File: src/rtl/dcw_multi_channel.sv
// -----------------------------------------------------------------------------
// dcw_multi_channel
//
// Multi-channel data channel wrapper for the BERT datapath. Each of NCH
// channels has its own reset sequencer (OFF/HOLD/RUN), a latched datawidth
// code and a phase-accumulator reference-tick generator. Commands arrive on a
// valid/ready bus, one per cycle at most. Only clock enables are produced;
// no derived clocks leave this block.
//
// Ports
//   clock          in   1          single clock, rising edge
//   reset_n        in   1          asynchronous active-low reset
//   cmd_valid      in   1          command strobe
//   cmd_ready      out  1          1 = command accepted when cmd_valid=1
//   cmd_ch         in   CH_W       target channel
//   cmd_op         in   2          0 STOP, 1 RESET, 2 RUN width A, 3 RUN width B
//   cmd_width_a    in   DW_W       width used by op 2
//   cmd_width_b    in   DW_W       width used by op 3
//   cmd_fcw        in   ACC_W      frequency control word (0 = bypass)
//   cmd_err        out  1          1-cycle pulse: cmd_ch >= NCH, command dropped
//   channel_reset  out  NCH        per-channel lane reset, active high
//   datawidth      out  NCH*DW_W   ch k at [k*DW_W +: DW_W]
//   ref_en         out  NCH        per-channel reference tick (1-cycle pulses)
//   ref_phase      out  NCH        accumulator MSB
//   ch_running     out  NCH        1 = channel in RUN
// -----------------------------------------------------------------------------
module dcw_multi_channel #(
    parameter int NCH        = 4,
    parameter int ACC_W      = 25,
    parameter int DW_W       = 3,
    parameter int RST_CYCLES = 16,
    parameter int CH_W       = (NCH > 1) ? $clog2(NCH) : 1
) (
    input  logic                  clock,
    input  logic                  reset_n,
    input  logic                  cmd_valid,
    output logic                  cmd_ready,
    input  logic [CH_W-1:0]       cmd_ch,
    input  logic [1:0]            cmd_op,
    input  logic [DW_W-1:0]       cmd_width_a,
    input  logic [DW_W-1:0]       cmd_width_b,
    input  logic [ACC_W-1:0]      cmd_fcw,
    output logic                  cmd_err,
    output logic [NCH-1:0]        channel_reset,
    output logic [NCH*DW_W-1:0]   datawidth,
    output logic [NCH-1:0]        ref_en,
    output logic [NCH-1:0]        ref_phase,
    output logic [NCH-1:0]        ch_running
);

    typedef enum logic [1:0] {ST_OFF, ST_HOLD, ST_RUN} state_t;
    typedef enum logic [1:0] {OP_STOP, OP_RESET, OP_RUN_A, OP_RUN_B} op_t;

    localparam int              CNT_W    = (RST_CYCLES > 1) ? $clog2(RST_CYCLES) : 1;
    localparam logic [CNT_W-1:0] CNT_LOAD = CNT_W'(RST_CYCLES - 1);

    logic            r_cmd_ready;
    logic            r_cmd_err;
    logic            w_accept;
    logic            w_ch_ok;
    op_t             w_op;
    logic [DW_W-1:0] w_sel_width;

    assign w_accept    = cmd_valid & r_cmd_ready;
    assign w_ch_ok     = (int'(cmd_ch) < NCH);
    assign w_op        = op_t'(cmd_op);
    assign w_sel_width = cmd_op[0] ? cmd_width_b : cmd_width_a;

    // Command-bus side: ready rises on the first edge after reset release and
    // stays high; an out-of-range channel only raises the error pulse.
    // NOTE: sequential state is written with non-blocking assignments only, so
    // every register samples pre-edge values regardless of statement order.
    always_ff @(posedge clock or negedge reset_n) begin
        if (!reset_n) begin
            r_cmd_ready <= 1'b0;
            r_cmd_err   <= 1'b0;
        end else begin
            r_cmd_ready <= 1'b1;
            r_cmd_err   <= w_accept & ~w_ch_ok;
        end
    end

    assign cmd_ready = r_cmd_ready;
    assign cmd_err   = r_cmd_err;

    for (genvar k = 0; k < NCH; k++) begin : g_ch
        state_t           r_state;
        logic [CNT_W-1:0] r_cnt;
        logic             r_cfg_valid;
        logic [DW_W-1:0]  r_width;
        logic [ACC_W-1:0] r_fcw;
        logic [ACC_W-1:0] r_fcw_next;
        logic             r_pend;
        logic [ACC_W-1:0] r_acc;
        logic             r_ref_en;
        logic             r_ref_phase;
        logic             r_ch_rst;
        logic             r_running;

        logic             w_hit;
        logic             w_same;
        logic             w_stop;
        logic             w_cfg;
        logic             w_hold;
        logic             w_retune;
        logic             w_carry;
        logic [ACC_W-1:0] w_sum;

        // A RUN command with the width already in use is a retune and keeps
        // the lane out of reset; any width change forces a lane re-reset.
        assign w_hit    = w_accept && (cmd_ch == CH_W'(k));
        assign w_same   = (r_state == ST_RUN) && (w_sel_width == r_width);
        assign w_stop   = w_hit && (w_op == OP_STOP);
        assign w_cfg    = w_hit && cmd_op[1] && !w_same;
        assign w_hold   = w_cfg || (w_hit && (w_op == OP_RESET));
        assign w_retune = w_hit && cmd_op[1] && w_same;

        assign {w_carry, w_sum} = {1'b0, r_acc} + {1'b0, r_fcw};

        always_ff @(posedge clock or negedge reset_n) begin
            if (!reset_n) begin
                r_state     <= ST_OFF;
                r_cnt       <= '0;
                r_cfg_valid <= 1'b0;
                r_width     <= '0;
                r_fcw       <= '0;
                r_fcw_next  <= '0;
                r_pend      <= 1'b0;
                r_acc       <= '0;
                r_ref_en    <= 1'b0;
                r_ref_phase <= 1'b0;
                r_ch_rst    <= 1'b1;
                r_running   <= 1'b0;
            end else if (w_stop || w_hold) begin
                // Leaving (or restarting) the sequence: tick generator is
                // silenced and a retune still waiting for a carry is folded
                // in, since there is no running period left to protect.
                r_acc       <= '0;
                r_ref_en    <= 1'b0;
                r_ref_phase <= 1'b0;
                r_ch_rst    <= 1'b1;
                r_running   <= 1'b0;
                if (r_pend) begin
                    r_fcw  <= r_fcw_next;
                    r_pend <= 1'b0;
                end
                if (w_stop) begin
                    r_state <= ST_OFF;
                end else begin
                    r_state <= ST_HOLD;
                    r_cnt   <= CNT_LOAD;
                end
                // A fresh configuration overrides any folded-in retune.
                if (w_cfg) begin
                    r_width     <= w_sel_width;
                    r_fcw       <= cmd_fcw;
                    r_cfg_valid <= 1'b1;
                end
            end else begin
                // NOTE: paths that assign nothing simply hold the register;
                // inside a clocked block this is a flop enable, not a latch.
                case (r_state)
                    ST_HOLD: begin
                        if (r_cnt == '0) begin
                            if (r_cfg_valid) begin
                                r_state   <= ST_RUN;
                                r_ch_rst  <= 1'b0;
                                r_running <= 1'b1;
                                // Bypass ticks on every RUN cycle, including the first.
                                r_ref_en  <= (r_fcw == '0);
                            end else begin
                                r_state <= ST_OFF;
                            end
                        end else begin
                            r_cnt <= r_cnt - 1'b1;
                        end
                    end
                    ST_RUN: begin
                        if (r_fcw == '0) begin
                            r_acc       <= '0;
                            r_ref_en    <= 1'b1;
                            r_ref_phase <= 1'b0;
                        end else begin
                            r_acc       <= w_sum;
                            r_ref_en    <= w_carry;
                            r_ref_phase <= w_sum[ACC_W-1];
                            // Pending fcw takes over only at a wrap so the
                            // current tick period is never shortened.
                            if (w_carry && r_pend) begin
                                r_fcw  <= r_fcw_next;
                                r_pend <= 1'b0;
                            end
                        end
                        if (w_retune) begin
                            if (r_fcw == '0) begin
                                r_fcw <= cmd_fcw;
                            end else begin
                                r_fcw_next <= cmd_fcw;
                                r_pend     <= 1'b1;
                            end
                        end
                    end
                    default: ;
                endcase
            end
        end

        assign channel_reset[k]             = r_ch_rst;
        assign datawidth[k*DW_W +: DW_W]    = r_width;
        assign ref_en[k]                    = r_ref_en;
        assign ref_phase[k]                 = r_ref_phase;
        assign ch_running[k]                = r_running;
    end

endmodule

File: config.mk
export PLATFORM = sky130hd
export DESIGN_NAME = dcw_multi_channel
export DESIGN_NICKNAME = d
export VERILOG_FILES = /design/src/rtl/dcw_multi_channel.sv
export SDC_FILE = /design/constraint.sdc
export NUM_CORES = 1
export LEC_CHECK = 0
export CORE_UTILIZATION = 55
export CTS_BUF_LIST = sky130_fd_sc_hd__clkbuf_8
export CTS_CLUSTER_SIZE = 12
export DETAILED_ROUTE_END_ITERATION = 8
export PLACE_DENSITY = 0.75
export SYNTH_ARGS = -nofsm -noshare
export SYNTH_HDL_FRONTEND = slang
export SYNTH_SLANG_ARGS = --single-unit
File: constraint.sdc
create_clock -name clock -period 7.7 [get_ports clock]
set_input_delay 2.31 -clock clock [delete_from_list [all_inputs] [get_ports clock]]
set_output_delay 2.31 -clock clock [all_outputs]
set_load 0.005 [all_outputs]
[Yosys cells after proc, flatten, opt, wreduce, memory -nomap -nowiden]
Cells that the tools add are included.
Word-level totals
  input port bits: 38
  output and inout bits: 30
  bits in read-only memories: 0
  memories: 0
  logic and storage cells: 373
  flip-flop bits (word level): 361
  bits in writable memories: 0
  latch bits: 0
Operators by class
  $lt $le $gt $ge: 0
  bitwise gates (word level): 9
  reductions and logical operators: 102
  multipliers: 0
  equality and inequality tests: 36
  add/subtract/negate cells: 8
  multiplexer cells: 169
  div/mod/pow operators: 0
  shift-type cells: 0
Operators with widths (number)
  25-bit 2-to-1 mux: 44
  25-bit by 25-bit adder with 26-bit output: 4
  25-bit zero test: 4
  1-bit 2-to-1 mux: 88
  4-bit 2-to-1 mux: 16
  3-bit != test (second input constant): 12
  3-bit AND reduction: 12
  1-bit logical AND: 32
  2-bit 2-to-1 mux: 16
  2-bit nonzero test: 16
  2-bit AND reduction: 12
  4-bit zero test: 4
  2-bit != test (second input constant): 8
  4-bit AND reduction: 4
  4-bit by 1-bit subtractor with 4-bit output (second input constant): 4
  2-bit by 1-bit equality test with 1-bit output (second input constant): 6
  2-bit equality test (second input constant): 6
  3-bit equality test: 4
  3-bit nonzero test: 4
  1-bit logical OR: 8
  1-bit NOT: 8
  1-bit one-hot mux with 2 select lines: 4
  1-bit zero test: 4
  2-bit zero test: 2
  2 further kinds: 2

[Depth between registers and ports, before layout]
  word-level depth: 9
  mapped depth: 14
  depth with buffers taken out: 14

[Least setup slack after synthesis]
OpenSTA, ideal clock, no wires.
  kind: input to register
  start point: in cmd_op[0]
  end point: reg g_ch[3].r_fcw[17]
  slack: 3233 ps
  data required time: 7568 ps
  arrival: 4335 ps
  stages on the path: 11
  path buffers: 3
  cell sequence: buf_6 > mux2i_4 > xnor2_1 > nor4_4 > nor2_2 > buf_6 > a211o_1 > buf_6 > and3_1 > a221oi_1 > o21ai_1
On the way
  longest elaborated chain between the ends: 9
  elaborated cells on any way between the ends: 19
RTL lines
  start, declared: line 39  | input logic [1:0] cmd_op,
  3-bit 2-to-1 mux: line 67  | assign w_sel_width = cmd_op[0] ? cmd_width_b : cmd_width_a;
  3-bit equality test: line 112  | assign w_same = (r_state == ST_RUN) && (w_sel_width == r_width);
  1-bit logical AND: line 112
  1-bit zero test: line 114  | assign w_cfg = w_hit && cmd_op[1] && !w_same;
  1-bit logical AND: line 114
  1-bit logical OR: line 115  | assign w_hold = w_cfg || (w_hit && (w_op == OP_RESET));
  1-bit logical OR: line 134  | end else if (w_stop || w_hold) begin
  3-bit != test (no source line) / 2-bit nonzero test (equally long branches)
  2-bit AND reduction (no source line)
  end signal, assigned: line 144  | r_fcw <= r_fcw_next;
  end signal, assigned: line 156  | r_fcw <= cmd_fcw;
  end signal, assigned: line 190  | r_fcw <= r_fcw_next;
  end, declared: line 91  | logic [ACC_W-1:0] r_fcw;
Parallel ways exist; a longest one is shown, timed or not. The select of a mux whose other input is x is not followed.
A chain may end at the register's enable or synchronous reset.

[Worst setup path in the final report]
  start point: in cmd_op[0]
  end point: reg g_ch[0].r_fcw[18]
On the way
  longest elaborated chain between the ends: 9
  elaborated cells on any way between the ends: 19
RTL lines (line)
  3-bit 2-to-1 mux: 67
  3-bit equality test: 112
  1-bit logical AND: 112
  1-bit zero test: 114
  1-bit logical AND: 114
  1-bit logical OR: 115
  1-bit logical OR: 134
  3-bit != test (no source line) / 2-bit nonzero test (equally long branches)
  2-bit AND reduction (no source line)
  end signal, assigned: 144
  end signal, assigned: 156
  end signal, assigned: 190
  end, declared: 91
Parallel ways exist; a longest one is shown, timed or not. The select of a mux whose other input is x is not followed.

==> results.yml <==
timing:
  layout_setup_ws_ns: 1.21
  finalMaxSlewViolations: 0
  whs_ns: 0.465
  setup-violations-final: 0
  timing.final.hold_violations: 0
  fin_crit_sh_pct: 84.3
  clock_skew_ns: 0.0491
  rsz_0062_raised_after_global_routing: "false"
  timing.fmax_ghz: 0.154
  slew_headroom_pct: 18.7
  actual_transition_at_the_worst_max_transition_pin_ns: 1.22
  period_minus_ws_final_ns: 6.49
  tns_ns: 0
worst_setup_path:
  timing.critical_path.to_type: "flip-flop"
  critical_path.cell_chain: "clkdlybuf4s50_1 > mux2i_4 > xnor2_1 > nor4_4 > nor2_2 > a211o_1 > nand2_2 > nor2b_1 > a221oi_1 > o21ai_0"
  crit_path_start_kind: "input pin"
  timing_worst_setup_path_type: "input pin to flip-flop"
  cpLargestDelayFamily: "simple AND/OR/NAND/NOR gates"
  worstPathBufferInverterCount: 1
  worst_path_largest_cell_delay_ns: 1.06
  crit_fanout: 21
  worst_path_max_delay_cell: "sky130_fd_sc_hd__clkdlybuf4s50_1"
  worstPathArrival_ns: 7.06
  cp_data_required_time_ns: 8.27
clocking:
  cts_htree_levels: 2
  cts-buffers-inserted: 61
  cts-root-buf: "sky130_fd_sc_hd__clkbuf_8"
  cts_resized: 0
  numClockSinks: 357
  cts_hold_repair.buffers: 0
  max_clock_buf_depth: 3
  tritoncts: "yes"
  clk_pin_slew_ns: 0.06
  worstSkewPairLatency_ns: 0.69
  postCtsSetupRepairBufs: 0
synthesis:
  synth_top_family_by_area: "compound AO/OA/AOI/OAI gates"
  synthesized_area_divided_by_synthesized_cell_count_um2: 9.62
  post_synth_net_total: 2297
  synth_fa_ha_area_share_pct: 6.67
  synthMuxAreaShare_pct: 6.75
  synth.most_common_cell: "sky130_fd_sc_hd__dfrtp_1"
  synthesized_netlist_cell_count: 2151
  synth_seq_cells: 357
  synth.area.top_cells: "sky130_fd_sc_hd__dfrtp_1, sky130_fd_sc_hd__ha_1, sky130_fd_sc_hd__mux2_2"
  synth.yosys.warnings: 0
  synth-main-ff-cell: "sky130_fd_sc_hd__dfrtp_1"
  ys_seq_area_share_pct: 43.2
  synthXorXnorAreaFrac_pct: 3.72
  post_synthesis_compound_gate_area_fraction_pct: 22.1
  synth.largest_area_cell: "sky130_fd_sc_hd__dfrtp_1"
  synthArstFlopShare_pct: 100
  synth_edf_count: 0
  synth_top_area_share_pct: 42.7
  synth_cell_type_count: 82
  yosys-top-cells-count: "sky130_fd_sc_hd__dfrtp_1, sky130_fd_sc_hd__nand2_1, sky130_fd_sc_hd__nor2_1"
  synth_simple_gate_area_share_pct: 13.5
  synthesis.area_um2: 20700
drt:
  drt_pass1_iterations: 6
  finalWirelength_mm: 55.2
  routedWlPerCell_um: 20.5
  detailroute.via_count: 17200
  drt_iter0_drcs: 1425
  route.detailed.vias_per_inst: 6.40
  remaining_drc_errors: 0
  final_antenna_net_count: 0
global_routing:
  track_usage_pct: 29.3
  grt_pass1_wl_mm: 90.0
  grt_start_max_net_pins: 115
  antenna_found_initial: 0
  globalRoute.busiestLayer: "met2"
  grt_use_met1_pct: 39.8
  globalRouteMet2Util_pct: 46.6
  gr-total-overflow: 0
  via_count_of_the_first_global_routing_pass: 16800
  grtUsageMet3_pct: 4.37
pwr:
  leakagePower_nw: 10.8
  fin_total_pwr_mw: 7.15
  pwr_density_cell_nw_per_um2: 312
  irDropWorstVdd_mv: 0.172
placement:
  place_area_um2: 21600
  port-buffer-count: 66
  numPlacedInstances: 2583
  gp_congestion: 0.891
  place_worst_setup_slack_ns: 0.689
  dp_hpwl_mm: 37.8
cells_and_area:
  num_antenna_cells: 0
  finalCoreUtilization_pct: 62.4
  syn2layout_area_growth_pct: 10.8
  stdcell_count: 2693
  final_non_filler_cell_area_um2: 22900
  num-nets-final: 2324
  final_layout_size_suffix_gt1_share_pct: 12.0
die:
  initial_core_util_pct: 56.3
  cell_row_count: 70
  io-pin-count: 68
  core_um2: 36800
  design.die.area_um2: 38400
  dieHeight_um: 196
  die_w_um: 196
flow_run:
  timing.max_cap.violations: 0
outcome:
  run_status: "completed"
worst_hold_path:
  min-delay-path-class: "flip-flop to flip-flop"
power by group:
| part | internal, mW | switching (mW) | leakage [nW] | total [mW] |
|---|---|---|---|---|
| clock network | 1.09 | 0.824 | 0.755 | 1.91 |
| logic | 1.10 | 1.35 | 5.30 | 2.45 |
| registers | 2.33 | 0.465 | 4.73 | 2.79 |
| total | 4.51 | 2.64 | 10.8 | 7.15 |
sequential cells by signal (all words and copies together) (netlist names):
name / count
g_ch.r_acc: 100
g_ch.r_fcw: 100
g_ch.r_fcw_next: 100
g_ch.r_cnt: 16
g_ch.r_width: 12
g_ch.r_state: 8
g_ch.r_cfg_valid: 4
g_ch.r_ch_rst: 4
g_ch.r_pend: 4
g_ch.r_ref_en: 4
g_ch.r_running: 4
cmd_ready: 1
cell type report:
type / count / area [µm²]
Clock buffer: 79 / 1090
Clock inverter: 31 / 282
Fill cell: 3040 / 13800
Inverter: 66 / 248
Multi-Input combinational cell: 1605 / 11000
Sequential cell: 357 / 8940
Tap cell: 468 / 586
Timing Repair Buffer: 87 / 836
placed cells by master, fill, tap and decap left out, types with 24 or more instances in the layout:
cell                              instances
sky130_fd_sc_hd__dfrtp_1                353
sky130_fd_sc_hd__a21oi_1                133
sky130_fd_sc_hd__nor2b_1                 25
sky130_fd_sc_hd__clkdlybuf4s50_1         65
sky130_fd_sc_hd__inv_1                   82
sky130_fd_sc_hd__mux2_2                 102
sky130_fd_sc_hd__a221oi_1                52
sky130_fd_sc_hd__and3_1                  33
sky130_fd_sc_hd__a222oi_1                24
sky130_fd_sc_hd__a21o_1                  52
sky130_fd_sc_hd__xor2_1                  48
sky130_fd_sc_hd__xnor2_1                 40
sky130_fd_sc_hd__nand2_1                201
sky130_fd_sc_hd__o21ai_0                177
sky130_fd_sc_hd__nor2_1                 184
sky130_fd_sc_hd__ha_1                   104
sky130_fd_sc_hd__a22oi_1                 64
sky130_fd_sc_hd__clkbuf_8                79
worst paths after layout:
check / startpoint / endpoint / slack, ns / depth (start not counted)
setup / recovery: cmd_op[0] / g_ch[0].r_fcw[18] / 1.21 / 10
hold / removal: g_ch[3].r_ch_rst / g_ch[3].r_ch_rst / 0.46 / 2
setup reg to reg: g_ch[0].r_fcw[5] / g_ch[0].r_fcw[18] / 3.42 / 12
hold reg to reg: g_ch[3].r_ch_rst / g_ch[3].r_ch_rst / 0.46 / 2
max in group asynchronous: reset_n / g_ch[0].r_fcw[14] / 4.57 / 2
min in group asynchronous: reset_n / g_ch[1].r_acc[13] / 1.64 / 1
per-layer routing:
layer / vias to the layer above / wire, µm / part of all wire (%)
li1: 7977 / - / -
met3: 130 / 3580 / 6.5
met2: 618 / 25400 / 46
met1: 8505 / 23600 / 43
met4: 0 / 2530 / 4.6
met5: - / 0 / 0
worst min-delay path, stage by stage (launching register included):
cell and delay [ns]:
sky130_fd_sc_hd__dfstp_2 0.37, sky130_fd_sc_hd__nand2_1 0.05, sky130_fd_sc_hd__nand2_1 0.04
kinds of logic after synthesis:
kind of cell    count (synthesis)
compound gates                688
simple gates                  596
flops                         357
buf+inv                       189
mux                           123
fa+ha+maj                     108
xor+xnor                       88
other cells                     2
Power figures use the tool's default switching activity.
